[config.mk]
export PLATFORM = sky130hd
export DESIGN_NAME = store_buffer
export DESIGN_NICKNAME = d
export VERILOG_FILES = /design/src/rtl/store_buffer.sv
export SDC_FILE = /design/constraint.sdc
export NUM_CORES = 1
export LEC_CHECK = 0
export BUFFER_PORTS_ARGS = -buffer_cell sky130_fd_sc_hd__clkbuf_2
export CAP_MARGIN = 20
export CORE_MARGIN = 2
export CORE_UTILIZATION = 45
export CTS_CLUSTER_SIZE = 24
export DETAILED_ROUTE_END_ITERATION = 10
export PLACE_DENSITY = 0.76
export SETUP_SLACK_MARGIN = 0.1
export SLEW_MARGIN = 20
export SYNTH_ARGS = -nofsm -noshare
export SYNTH_HDL_FRONTEND = slang
export SYNTH_SLANG_ARGS = --single-unit
[constraint.sdc]
create_clock -name clk -period 2.9 [get_ports clk]
set_clock_uncertainty 0.1 [all_clocks]
set_input_delay 0 -clock clk [delete_from_list [all_inputs] [get_ports clk]]
set_output_delay 0 -clock clk [all_outputs]
set_load 0.02 [all_outputs]
[src/rtl/store_buffer.sv]
// Data-side store buffer: queues stores, retires them in idle port cycles, serves loads directly.
// Optional macro SB_FORWARD_EN: forward load data from the youngest matching entry instead of stalling.
module store_buffer #(
    parameter int ADDR_WIDTH = 8,
    parameter int DATA_WIDTH = 16,
    parameter int DEPTH      = 4
) (
    input  logic                  clk,
    input  logic                  reset,
    input  logic                  req_valid,
    input  logic                  req_we,
    input  logic [ADDR_WIDTH-1:0] req_addr,
    input  logic [DATA_WIDTH-1:0] req_wdata,
    output logic                  stall,
    output logic                  ld_valid,
    output logic [DATA_WIDTH-1:0] ld_data,
    output logic                  sb_empty,
    output logic [ADDR_WIDTH-1:0] mem_addr,
    output logic [DATA_WIDTH-1:0] mem_wdata,
    output logic                  mem_we,
    input  logic [DATA_WIDTH-1:0] mem_rdata
);

    localparam int PTR_W = $clog2(DEPTH);
    localparam logic [PTR_W:0] FULL_CNT = (PTR_W + 1)'(DEPTH);

    logic [ADDR_WIDTH-1:0] r_addr [DEPTH];
    logic [DATA_WIDTH-1:0] r_data [DEPTH];
    logic [PTR_W-1:0]      r_head;
    logic [PTR_W-1:0]      r_tail;
    logic [PTR_W:0]        r_count;

    logic w_load_req;
    logic w_store_req;
    logic w_match;
    logic w_load_stall;
    logic w_store_stall;
    logic w_load_acc;
    logic w_drain;
    logic w_enq;
`ifdef SB_FORWARD_EN
    logic [DATA_WIDTH-1:0] w_fwd_data;
`endif

    assign w_load_req  = req_valid & ~req_we;
    assign w_store_req = req_valid & req_we;

    // Scan oldest to youngest so the last hit is the youngest matching entry.
    always_comb begin
        w_match = 1'b0;
`ifdef SB_FORWARD_EN
        w_fwd_data = '0;
`endif
        for (int unsigned i = 0; i < DEPTH; i++) begin
            if (((PTR_W + 1)'(i) < r_count) &&
                (r_addr[r_head + PTR_W'(i)] == req_addr)) begin
                w_match = 1'b1;
`ifdef SB_FORWARD_EN
                w_fwd_data = r_data[r_head + PTR_W'(i)];
`endif
            end
        end
    end

`ifdef SB_FORWARD_EN
    assign w_load_stall = 1'b0;
`else
    assign w_load_stall = w_load_req & w_match;
`endif

    assign w_load_acc    = w_load_req & ~w_load_stall & ~reset;
    assign w_drain       = (r_count != '0) & ~w_load_acc & ~reset;
    assign w_store_stall = w_store_req & (r_count == FULL_CNT) & ~w_drain;
    assign w_enq         = w_store_req & ~w_store_stall & ~reset;

    assign stall     = ~reset & (w_load_stall | w_store_stall);
    assign mem_we    = w_drain;
    assign mem_addr  = w_drain ? r_addr[r_head] : req_addr;
    assign mem_wdata = r_data[r_head];
    assign sb_empty  = (r_count == '0);

    always_ff @(posedge clk) begin
        if (reset) begin
            r_head   <= '0;
            r_tail   <= '0;
            r_count  <= '0;
            ld_valid <= 1'b0;
            ld_data  <= '0;
            for (int unsigned i = 0; i < DEPTH; i++) begin
                r_addr[i] <= '0;
                r_data[i] <= '0;
            end
        end else begin
            if (w_enq) begin
                r_addr[r_tail] <= req_addr;
                r_data[r_tail] <= req_wdata;
                r_tail         <= r_tail + PTR_W'(1);
            end
            if (w_drain) begin
                r_head <= r_head + PTR_W'(1);
            end
            case ({w_enq, w_drain})
                2'b10:   r_count <= r_count + (PTR_W + 1)'(1);
                2'b01:   r_count <= r_count - (PTR_W + 1)'(1);
                default: r_count <= r_count;
            endcase
            ld_valid <= w_load_acc;
            if (w_load_acc) begin
`ifdef SB_FORWARD_EN
                ld_data <= w_match ? w_fwd_data : mem_rdata;
`else
                ld_data <= mem_rdata;
`endif
            end
        end
    end

endmodule
* After elaboration in Yosys (flattened, before gate mapping)
Memory sizes are Yosys's and may differ from the RTL's. A register that Yosys moved wholly into a read port is not among the register bits.
Cells that the tools add are included.
** Operators by class
- Add/sub/neg operators :: 6
- Multiply operators :: 0
- Div/mod/pow operators :: 0
- $lt $le $gt $ge :: 4
- Eq/ne operators :: 7
- Shifts and indexed selects :: 0
- Multiplexer cells :: 21
- Bitwise logic cells :: 19
- Reductions and logical operators :: 9
** Operator list (number)
- 8-bit equality test :: 4
- 16-bit 2-to-1 mux :: 1
- 8-bit 2-to-1 mux :: 2
- 16-bit OR reduction :: 1
- 1-bit AND :: 12
- 2-bit 2-to-1 mux :: 6
- 1-bit 2-to-1 mux :: 11
- 8-bit OR reduction :: 1
- 1-bit by 3-bit less-than comparator with 1-bit output, first input constant :: 2
- 2-bit by 3-bit less-than comparator with 1-bit output, first input constant :: 2
- 1-bit inverter :: 6
- 3-bit one-hot mux with 2 select lines :: 1
- 2-bit by 1-bit adder with 2-bit output, second input constant :: 2
- 2-bit adder, second input constant :: 2
- 1-bit logical AND :: 4
- 3-bit by 1-bit adder with 3-bit output, second input constant :: 1
- 3-bit equality test, second input constant :: 1
- 3-bit logical NOT :: 1
- 3-bit nonzero test :: 1
- 3-bit by 1-bit subtractor with 3-bit output, second input constant :: 1
- 2-bit by 1-bit equality test with 1-bit output, second input constant :: 1
- 2-bit equality test, second input constant :: 1
- 2-bit nonzero test :: 1
- 1-bit bitwise OR :: 1
** Storage, ports and cells
- Bits in registers :: 24
- Bits in latches :: 0
- RAM bits :: 96
- Memory bits (read-only) :: 0
- Word-level logic and storage cells :: 73
- Memories kept :: 2
** Memory list
- r_data :: depth 4, bits a word 16, rd ports 1, clocked after memory_dff 1, write ports 4, line 28 : logic [DATA_WIDTH-1:0] r_data [DEPTH];
- r_addr :: depth 4, bits a word 8, rd ports 4, clocked after memory_dff 1, write ports 4, line 27 : logic [ADDR_WIDTH-1:0] r_addr [DEPTH];

* Logic depth before layout (Yosys ltp)
Gate-level depths: netlist of the first run.
An unclocked memory read counts as a cell.
- Depth in word-level cells :: 24
- Depth in mapped cells :: 15

* Worst setup path before layout of the first run
Ideal clock, no wire load.
- Path type :: register to register
- From :: register r_head[0]
- To :: register r_count[2]
- Setup time :: 0.070 ns
- Arrival time :: 3.104 ns
- Data required time :: 2.730 ns
- Path slack :: -0.374 ns
- Stages on the path, launching flop included :: 14
- Clock period less this slack :: 3.274 ns
- Path through :: dfxtp_1 buf_6 buf_6 buf_6 mux4_2 xor2_1 nor2_1 nand4_1 o21ai_4 o31ai_4 inv_1 ha_1 or3_1 a21oi_1
** Between the ends
- Word-level cells in the longest chain between the ends :: 21
- Elaborated cells on any way between the ends :: 29
- Classes of those cells :: add/sub (3); eq/ne (5); mux (4); bitwise (12); reduce/logical (4); memory (1)
** Ends and longest elaborated chain
- start, declared :: line 29 : logic [PTR_W-1:0] r_head;
- start signal, assigned :: line 100 : r_head <= r_head + PTR_W'(1);
- 2-bit by 1-bit adder with 2-bit output :: line 56 : (r_addr[r_head + PTR_W'(i)] == req_addr)) begin
- memory 4 x 8 bit (*)
- 8-bit equality test :: line 56
- 1-bit logical AND :: line 55 : if (((PTR_W + 1)'(i) < r_count) &&
- 1-bit 2-to-1 mux (2 in series) :: line 55
- 1-bit 2-to-1 mux (*) :: line 55
- 1-bit AND (*) :: line 68 : assign w_load_stall = w_load_req & w_match;
- 1-bit inverter (*) :: line 71 : assign w_load_acc = w_load_req & ~w_load_stall & ~reset;
- [3 not listed]
- 1-bit AND (*) (2 in series) :: line 72 : assign w_drain = (r_count != '0) & ~w_load_acc & ~reset;
- named net mem_we :: line 20 : output logic mem_we,
- 1-bit inverter :: line 73 : assign w_store_stall = w_store_req & (r_count == FULL_CNT) & ~w_drain;
- 1-bit AND :: line 73
- 1-bit inverter :: line 74 : assign w_enq = w_store_req & ~w_store_stall & ~reset;
- 1-bit AND (2 in series) :: line 74
- 2-bit by 1-bit equality test with 1-bit output / 2-bit equality test (equally long branches) :: line 102 : case ({w_enq, w_drain})
- 3-bit one-hot mux with 2 select lines / 2-bit nonzero test (equally long branches)
- end signal, assigned :: line 103 : 2'b10: r_count <= r_count + (PTR_W + 1)'(1);
- end signal, assigned :: line 104 : 2'b01: r_count <= r_count - (PTR_W + 1)'(1);
- end signal, assigned :: line 105 : default: r_count <= r_count;
- end, declared :: line 31 : logic [PTR_W:0] r_count;
Mark *: on every way through the listed nets, which the timed path passes. The rest lies on a longest branch.
A chain may end at the register's enable or synchronous reset.

* Final worst setup path of the first run
- From :: register r_head[0]
- To :: output port mem_addr[0]
** Between the ends
- Word-level cells in the longest chain between the ends :: 15
- Elaborated cells on any way between the ends :: 21
- Classes of those cells :: add/sub (3); eq/ne (3); mux (4); bitwise (7); reduce/logical (3); memory (1)
** Ends and longest elaborated chain
- 2-bit by 1-bit adder with 2-bit output :: line 56
- memory 4 x 8 bit (*)
- 8-bit equality test :: line 56
- 1-bit logical AND :: line 55
- 1-bit 2-to-1 mux (2 in series) :: line 55
- 1-bit 2-to-1 mux (*) :: line 55
- 1-bit AND (*) :: line 68
- 1-bit inverter (*) :: line 71
- 1-bit AND (*) (2 in series) :: line 71
- 1-bit inverter (*) :: line 72
- 1-bit AND (*) (2 in series) :: line 72
- 8-bit 2-to-1 mux (*) :: line 78 : assign mem_addr = w_drain ? r_addr[r_head] : req_addr;
- end, declared :: line 18 : output logic [ADDR_WIDTH-1:0] mem_addr,
Every way passes the cells marked *; elsewhere a longest branch is shown, timed or not.

==> metrics.cfg, run 1 <==
[clocking]
root_buffer = clkbuf_16
cts_inserted_buffers = 17
cts_num_sinks = 122
clkTransAtPathRegs_ps = 60
cts_tree = built
clk_path_buf_depth = 2
htreeDepth = 4
clock_latency_ps = 420

[worst_setup_path]
crit_type = register to primary output
cp_common_cell = buf_6
slowest_stage = mux4_2
worstSetupStartpointType = register
critical-path-top-delay-family = multiplexers
crit_buf_inv = 2
crit_arrival_ps = 3050
slowest_delay_ps = 540
crit_path_cell_trace = mux4_2, xnor2_2, o21ai_1, or4_4, o21ai_4, o31ai_4, buf_6, mux2_4, buf_6
crit_required_ps = 2800
path_max_fanout = 8
cp-end-kind = primary output

[cells_and_area]
final_layout_size_suffix_gt1_share_pct = 37.4
stdcell_area_um2 = 8510
fillers = 1019
diodes = 0
fin_util_pct = 61.1
final_common_cell = edfxtp_1
final_nets = 696
area.growth.synth_to_final_pct = 32.2
layout_common_cells = edfxtp_1, clkbuf_2, nor2_1

[grt]
grt_pass1_wl_mm = 24.2
antenna_found_initial = 0
grt_pass1_vias = 4723
gr-total-overflow = 0
grt_max_degree = 29
grt_use_total_pct = 21.3

[logic_synthesis]
synth-edff-count = 96
ys_ff_latch = 122
synthCells = 497
async_reset_ff_share_pct = 0
avgSynthCellArea_um2 = 13.0
synth_cell_types = 47
syn-num-nets = 545
yosysWarnings = 0
yosysSeqAreaShare_pct = 52.8
syn-cell-area_um2 = 6440
synth_ff_type = edfxtp_1

[timing]
whs_ps = 34.1
final-max-slew-violation-count = 0
worstMarginPinSlew_ps = 701
rsz0062_at_grt = yes
finalCriticalPeriod_ps = 3150
hold_viol_final = 0
fmax_mhz = 317
fin_ws_ps = -255
finalSetupViolCount = 30
slew_headroom_pct = 53.3
fin_crit_sh_pct = 109

[run_status]
status = complete, but fails checks
violations = negative setup slack

[pwr]
irDropWorstVdd_v = 0.000439
p_leak_nw = 3.41
powerDensity_nw_per_um2 = 746

[place]
gp_congestion = 0.817
place_area_um2 = 7210
portBuffers = 87
dp_hpwl_mm = 9.64

[detailed_routing]
drt_pass1_iterations = 5
drc = 0
vias_per_cell = 5.29
drt_iter0_drc = 305
vias = 4453
wl_per_cell_um = 18.2
wl_mm = 15.3
antenna_left = 0

[floorplanning]
core_um2 = 13900
die_h_um = 124
rows = 43
ios = 88
die_w_um = 124
start_util_pct = 46.2
fp.dieArea_um2 = 15300

[hold_path]
hold_class = input pin to register

[job]
maxCapViolCount = 0

final cells by class:
cell class / count / area, um2 / area share [%]
sequential: 122 / 3410 / 40.0
multi-input combinational: 309 / 2840 / 33.4
timing repair buffer: 168 / 1330 / 15.6
tap: 180 / 225 / 2.65
clock inverter: 15 / 164 / 1.93
clock buffer: 17 / 425 / 5.00
inverter: 30 / 115 / 1.35
what timing repair did:
item | 4_1_cts | 5_1_grt
buffers inserted | 6 | 3
pin swaps | 2 | 5
hold buffers | 40 | 0
hold endpoints to repair | 102 | 0
gates cloned | 2 | 0
setup endpoints to repair | 33 | 33
gates resized for setup | 30 | 23
path summary, 6_finish.rpt:
path | from | endpoint | slack [ps] | cells past startpoint
worst max-delay path | r_head[0]$_SDFFE_PP0N_ | mem_addr[0] | -250 | 9
worst min-delay path | req_addr[7] | r_addr[0][7]$_SDFFCE_PN0P_ | 30 | 2
worst max register to register | r_head[0]$_SDFFE_PP0N_ | r_count[2]$_SDFFE_PP0P_ | -140 | 12
worst min register to register | r_count[2]$_SDFFE_PP0P_ | r_count[2]$_SDFFE_PP0P_ | 490 | 2
synthesized netlist by cell type, drive strengths merged, types with 2 or more instances:
library cell	instances	area [um2]
a21oi	2	10.0
and2	25	156
buf	20	125
clkbuf	16	60.1
dfxtp	26	521
edfxtp	96	2880
ha	4	50.1
inv	30	113
mux2	24	304
mux2i	29	290
mux4	34	769
nand2	29	109
nand2b	2	12.5
nand3	5	25.0
nor2	56	210
nor2b	19	119
nor3	6	41.3
nor3b	2	15.0
nor4	2	12.5
o21ai	8	51.3
o311ai	3	26.3
o31ai	2	28.8
o32a	2	20.0
o32ai	2	36.3
or2	2	12.5
xnor2	19	166
xor2	23	201
routing by layer:
layer | up-vias | wire length [um] | share of wire (%) | GRT usage, %
li1 | 2077 | - | - | -
met1 | 2217 | 6030 | 39 | 26.4
met2 | 149 | 8130 | 53 | 37.3
met3 | 10 | 950 | 6.2 | 4.99
met4 | 0 | 167 | 1.1 | 6.18
met5 | - | 0 | 0 | 0
power breakdown:
group	switching, mW	internal [mW]	total [mW]
combinational	1.08	1.08	2.16
sequential	0.0928	2.01	2.10
clock	0.814	1.28	2.09
registers in the layout, indices dropped and copies added, names as in the netlist, named ones only:
| signal | cells |
|---|---|
| ld_data | 16 |
| ld_valid | 1 |
| r_addr | 32 |
| r_count | 3 |
| r_data | 64 |
| r_head | 2 |
| r_tail | 2 |
cells by family after synthesis:
logic type                 share of synthesized area (%)
DFF                                                 52.8
AOI/OAI and AO/OA                                   3.19
buffers and inverters                               4.62
adders and majority gates                          0.777
xor gates and xnor gates                            5.71
and+or+nand+nor                                     11.7
muxes                                               21.2
through the flow:
step | cells | setup slack [ps] | setup TNS [ps] | power, mW
5_1_grt | 841 | -309 | -5900 | 6.61
2_1_floorplan | 497 | -140 | -140 | 3.50
6_report | 841 | -255 | -3980 | 6.35
4_1_cts | 839 | -254 | -2930 | 6.32
3_3_place_gp | 759 | -82.5 | -82.5 | 4.02
3_5_place_dp | 759 | -130 | -255 | 4.07
Note: power is estimated with default switching activity, not from simulation.
==> run 2, diff against run 1 <==
--- a/config.mk
+++ b/config.mk
@@ -5,6 +5,7 @@
 export SDC_FILE = /design/constraint.sdc
 export NUM_CORES = 1
 export LEC_CHECK = 0
+export ABC_AREA = 1
 export BUFFER_PORTS_ARGS = -buffer_cell sky130_fd_sc_hd__clkbuf_2
 export CAP_MARGIN = 20
 export CORE_MARGIN = 2
==> run 2 against run 1 <==
The flow now finishes without violations. Synthesized cell count up 79%. Worst setup slack improved by 390 ps. Routed wire length grew 29%. Utilization decreased by 1.9 points. Worst hold slack got worse by 8.9 ps. Critical path depth up 6. Critical endpoint is now r_data[2][12]$_SDFFCE_PN0P_. Largest cell class unchanged. Highest routed layer unchanged.
==> metrics.cfg, run 2 <==
[cells_and_area]
fillers = 1261  ; was 1,019
final_layout_size_suffix_gt1_share_pct = 22.7  ; was 37.4%
largest_register_ffs = 64  ; unchanged
area.growth.synth_to_final_pct = 29.7  ; was 32.2%
fin_util_pct = 59.1  ; was 61.1%
layout_common_cells = nand2_1, nor2_1, edfxtp_1  ; was edfxtp_1, clkbuf_2, nor2_1
final_nets = 1070  ; was 696
final_common_cell = nand2_1  ; was edfxtp_1
stdcell_area_um2 = 8920  ; was 8510 um2
diodes = 0  ; unchanged
reg_top3 = r_data: 64 flops, r_addr: 32 flops, ld_data: 16 flops  ; unchanged
regMostFlops = r_data  ; unchanged
fin_cells = 1223  ; was 841

[worst_setup_path]
crit_path_cell_trace = inv_2, clkbuf_16, nand2_1, nand3_1, nand2_1, xor2_1, nand3_1, nor2_2, nor2_4, nand3_4, nand2_4, nand2_4, nand2_2, o21ai_4, clkbuf_16  ; was mux4_2, xnor2_2, o21ai_1, or4_4, o21ai_4, o31ai_4, buf_6, mux2_4, buf_6
worstSetupStartpointType = register  ; unchanged
critical_path.endpoint = r_data[2][12]$_SDFFCE_PN0P_  ; was mem_addr[0]
path_max_fanout = 15  ; was 8
slowest_delay_ps = 370  ; was 540 ps
slowest_stage = dfxtp_1  ; was mux4_2
r2r_setup_slack_ps = 140  ; was -140 ps
r2r_cells = 15  ; was 12
timing.rr.end = r_data[2][12]$_SDFFCE_PN0P_  ; was r_count[2]$_SDFFE_PP0P_
cp-end-kind = register  ; was primary output
crit_type = register to register  ; was register to primary output
crit_arrival_ps = 2800  ; was 3050 ps
crit_required_ps = 2940  ; was 2800 ps

[logic_synthesis]
avgSynthCellArea_um2 = 7.75  ; was 13.0 um2
synthTopCellsByArea = edfxtp_1, nand2_1, dfxtp_1, nor2_1, nand3_1  ; was edfxtp_1, mux4_2, dfxtp_1, mux2i_1, nor2_1
synth_cell_types = 30  ; was 47
syn-cell-area_um2 = 6880  ; was 6440 um2
ys_ff_latch = 122  ; unchanged
synthSimpleGateAreaFrac_pct = 33.8  ; was 11.7%
synth_compound_area_share_pct = 7.13  ; was 3.19%
synth_top_family_by_area = simple AND/OR/NAND/NOR gates  ; was multiplexers
synthCells = 888  ; was 497
synth-xor-area-share_pct = 0.636  ; was 5.71%
yosysWarnings = 0  ; unchanged
synthMuxAreaShare_pct = 0  ; was 21.2%
yosysSeqAreaShare_pct = 49.5  ; was 52.8%
yosysTopAreaCellShare_pct = 41.9  ; was 44.8%
async_reset_ff_share_pct = 0  ; unchanged
yosysTopAreaCell = edfxtp_1  ; unchanged
synth_ff_type = edfxtp_1  ; unchanged
syn-num-nets = 936  ; was 545
synth_most_common_cell = nand2_1  ; was edfxtp_1
synth_common_cells = nand2_1, nor2_1, edfxtp_1  ; was edfxtp_1, nor2_1, mux4_2
synth_fa_ha_area_share_pct = 0.727  ; was 0.777%
synth-edff-count = 96  ; unchanged

[pwr]
powerDensity_nw_per_um2 = 632  ; was 746 nW/um2
irDropWorstVdd_v = 0.000547  ; was 0.000439 V
p_total_mw = 5.64  ; was 6.35 mW
clock_power_share_pct = 35.8  ; was 33.0%
p_sw_share_pct = 32.6  ; was 31.2%
intPower_mw = 3.80  ; was 4.37 mW
power.switching_mw = 1.84  ; was 1.98 mW
p_leak_nw = 3.99  ; was 3.41 nW
seqPwrFrac_pct = 36.3  ; was 33.1%
pwr-share-comb_pct = 27.9  ; was 33.9%

[timing]
tns_ps = 0  ; was -3980 ps
worstMarginPinSlew_ps = 587  ; was 701 ps
finalSetupViolCount = 0  ; was 30
rsz0062_at_grt = yes  ; unchanged
hold_viol_final = 0  ; unchanged
whs_ps = 25.3  ; was 34.1 ps
fin_crit_sh_pct = 95.3  ; was 109%
finalCriticalPeriod_ps = 2760  ; was 3150 ps
fin_ws_ps = 138  ; was -255 ps
final-max-slew-violation-count = 0  ; unchanged
slew_headroom_pct = 60.8  ; was 53.3%
fmax_mhz = 362  ; was 317 MHz

[detailed_routing]
drt_iter0_drc = 771  ; was 305
vias_per_cell = 5.39  ; was 5.29
drt_pass1_iterations = 6  ; was 5
drc = 0  ; unchanged
wl_per_cell_um = 16.1  ; was 18.2 um
wl_mm = 19.7  ; was 15.3 mm
vias = 6588  ; was 4,453
antenna_left = 0  ; unchanged

[floorplanning]
fp.dieArea_um2 = 16300  ; was 15,300 um2
start_util_pct = 45.6  ; was 46.2%
die_w_um = 128  ; was 124 um
rows = 45  ; was 43
die_h_um = 128  ; was 124 um
ios = 88  ; unchanged
core_um2 = 15100  ; was 13,900 um2

[grt]
grt_pass1_vias = 6022  ; was 4,723
grt_max_degree = 33  ; was 29
antenna_found_initial = 0  ; unchanged
grt_pass1_wl_mm = 29.3  ; was 24.2 mm
grt_use_total_pct = 23.2  ; was 21.3%
gr-total-overflow = 0  ; unchanged

[clocking]
clock_latency_ps = 420  ; about the same
clkTransAtPathRegs_ps = 60  ; about the same
cts_tree = built  ; unchanged
clk_path_buf_depth = 2  ; unchanged
cts_num_sinks = 122  ; unchanged
cts_inserted_buffers = 17  ; unchanged
htreeDepth = 4  ; unchanged
root_buffer = clkbuf_16  ; unchanged

[hold_path]
holdCritStartpoint = req_we  ; was req_addr[7]
hold_class = input pin to register  ; unchanged

[place]
dp.cells = 1148  ; was 759
dp_hpwl_mm = 11.9  ; was 9.64 mm
gp_congestion = 0.942  ; was 0.817
pre_cts_slack_ps = -21.8  ; was -130 ps
place_area_um2 = 7630  ; was 7210 um2
portBuffers = 87  ; unchanged

[job]
maxCapViolCount = 0  ; unchanged

[run_status]
status = finished, final reports clean  ; was complete, but fails checks

==> run 2: cell count changes after synthesis, moves of 29 or more <==
| cell | previous run | this run |
|---|---|---|
| nand3_1 | 5 | 69 |
| nand2_1 | 29 | 304 |
| mux2i_1 | 29 | 0 |
| mux4_2 | 33 | 0 |
| inv_1 | 30 | 65 |
| o21ai_0 | 6 | 59 |
| nor2_1 | 56 | 111 |
==> run 2: logic make-up after synthesis <==
kind of cell	count (synthesis)
buf+inv	128
xor+xnor	5
flops	122
simple gates	537
fa+ha+maj	4
compound gates	92
==> run 2: worst min path at each step <==
stage               cells past startpoint  slack (ps)                        to
detailed placement                      3         100  ld_data[10]$_SDFFE_PP0P_
global route                            5          60    r_tail[1]$_SDFFE_PP0P_
global placement                        3          90   ld_data[8]$_SDFFE_PP0P_
finish                                  5          30    r_tail[1]$_SDFFE_PP0P_
CTS                                     5           3    r_tail[1]$_SDFFE_PP0P_
floorplan                               2          10   ld_data[0]$_SDFFE_PP0P_
==> run 2: power groups by stage <==
stage / combinational, mW / sequential [mW] / clock [mW]
floorplan: 0.955 / 2.07 / 0
global placement: 1.32 / 2.07 / 0
detailed placement: 1.34 / 2.07 / 0
CTS: 1.41 / 2.04 / 2.01
global route: 1.72 / 2.06 / 2.11
finish: 1.58 / 2.05 / 2.02
==> run 2: per-layer routing <==
layer  global-route usage [%]  part of all wire, %  vias to the layer above
met5                        0                    0                        -
met2                     40.2                   50                      332
met4                     11.0                  3.2                        0
met3                     5.05                  7.4                       53
met1                     27.6                   39                     3045
li1                         -                    -                     3158
==> run 2: final cells by class <==
type	instances	area, um2	share of cell area (%)
multi-input cells	639	3100	34.8
clock buffers	20	437	4.89
repair buffers	160	1300	14.6
flip-flops and latches	122	3410	38.2
inverters	82	315	3.53
clock inverters	12	124	1.39
well taps	188	235	2.64
==> run 2: critical path: cells and delay by family (launching register included) <==
kind                      cells  cell delay, ps
AOI/OAI and AO/OA             1             300
DFF                           1             370
buffers and inverters         3             480
xor gates and xnor gates      1             170
and+or+nand+nor              10            1040
==> run 2: what timing repair did <==
action	4_1_cts	5_1_grt
hold buffers	34	0
gates cloned	0	7
pin swaps	1	18
endpoints found under the setup margin	158	211
hold endpoints to repair	81	0
gates resized for setup	13	74
setup buffers	0	2
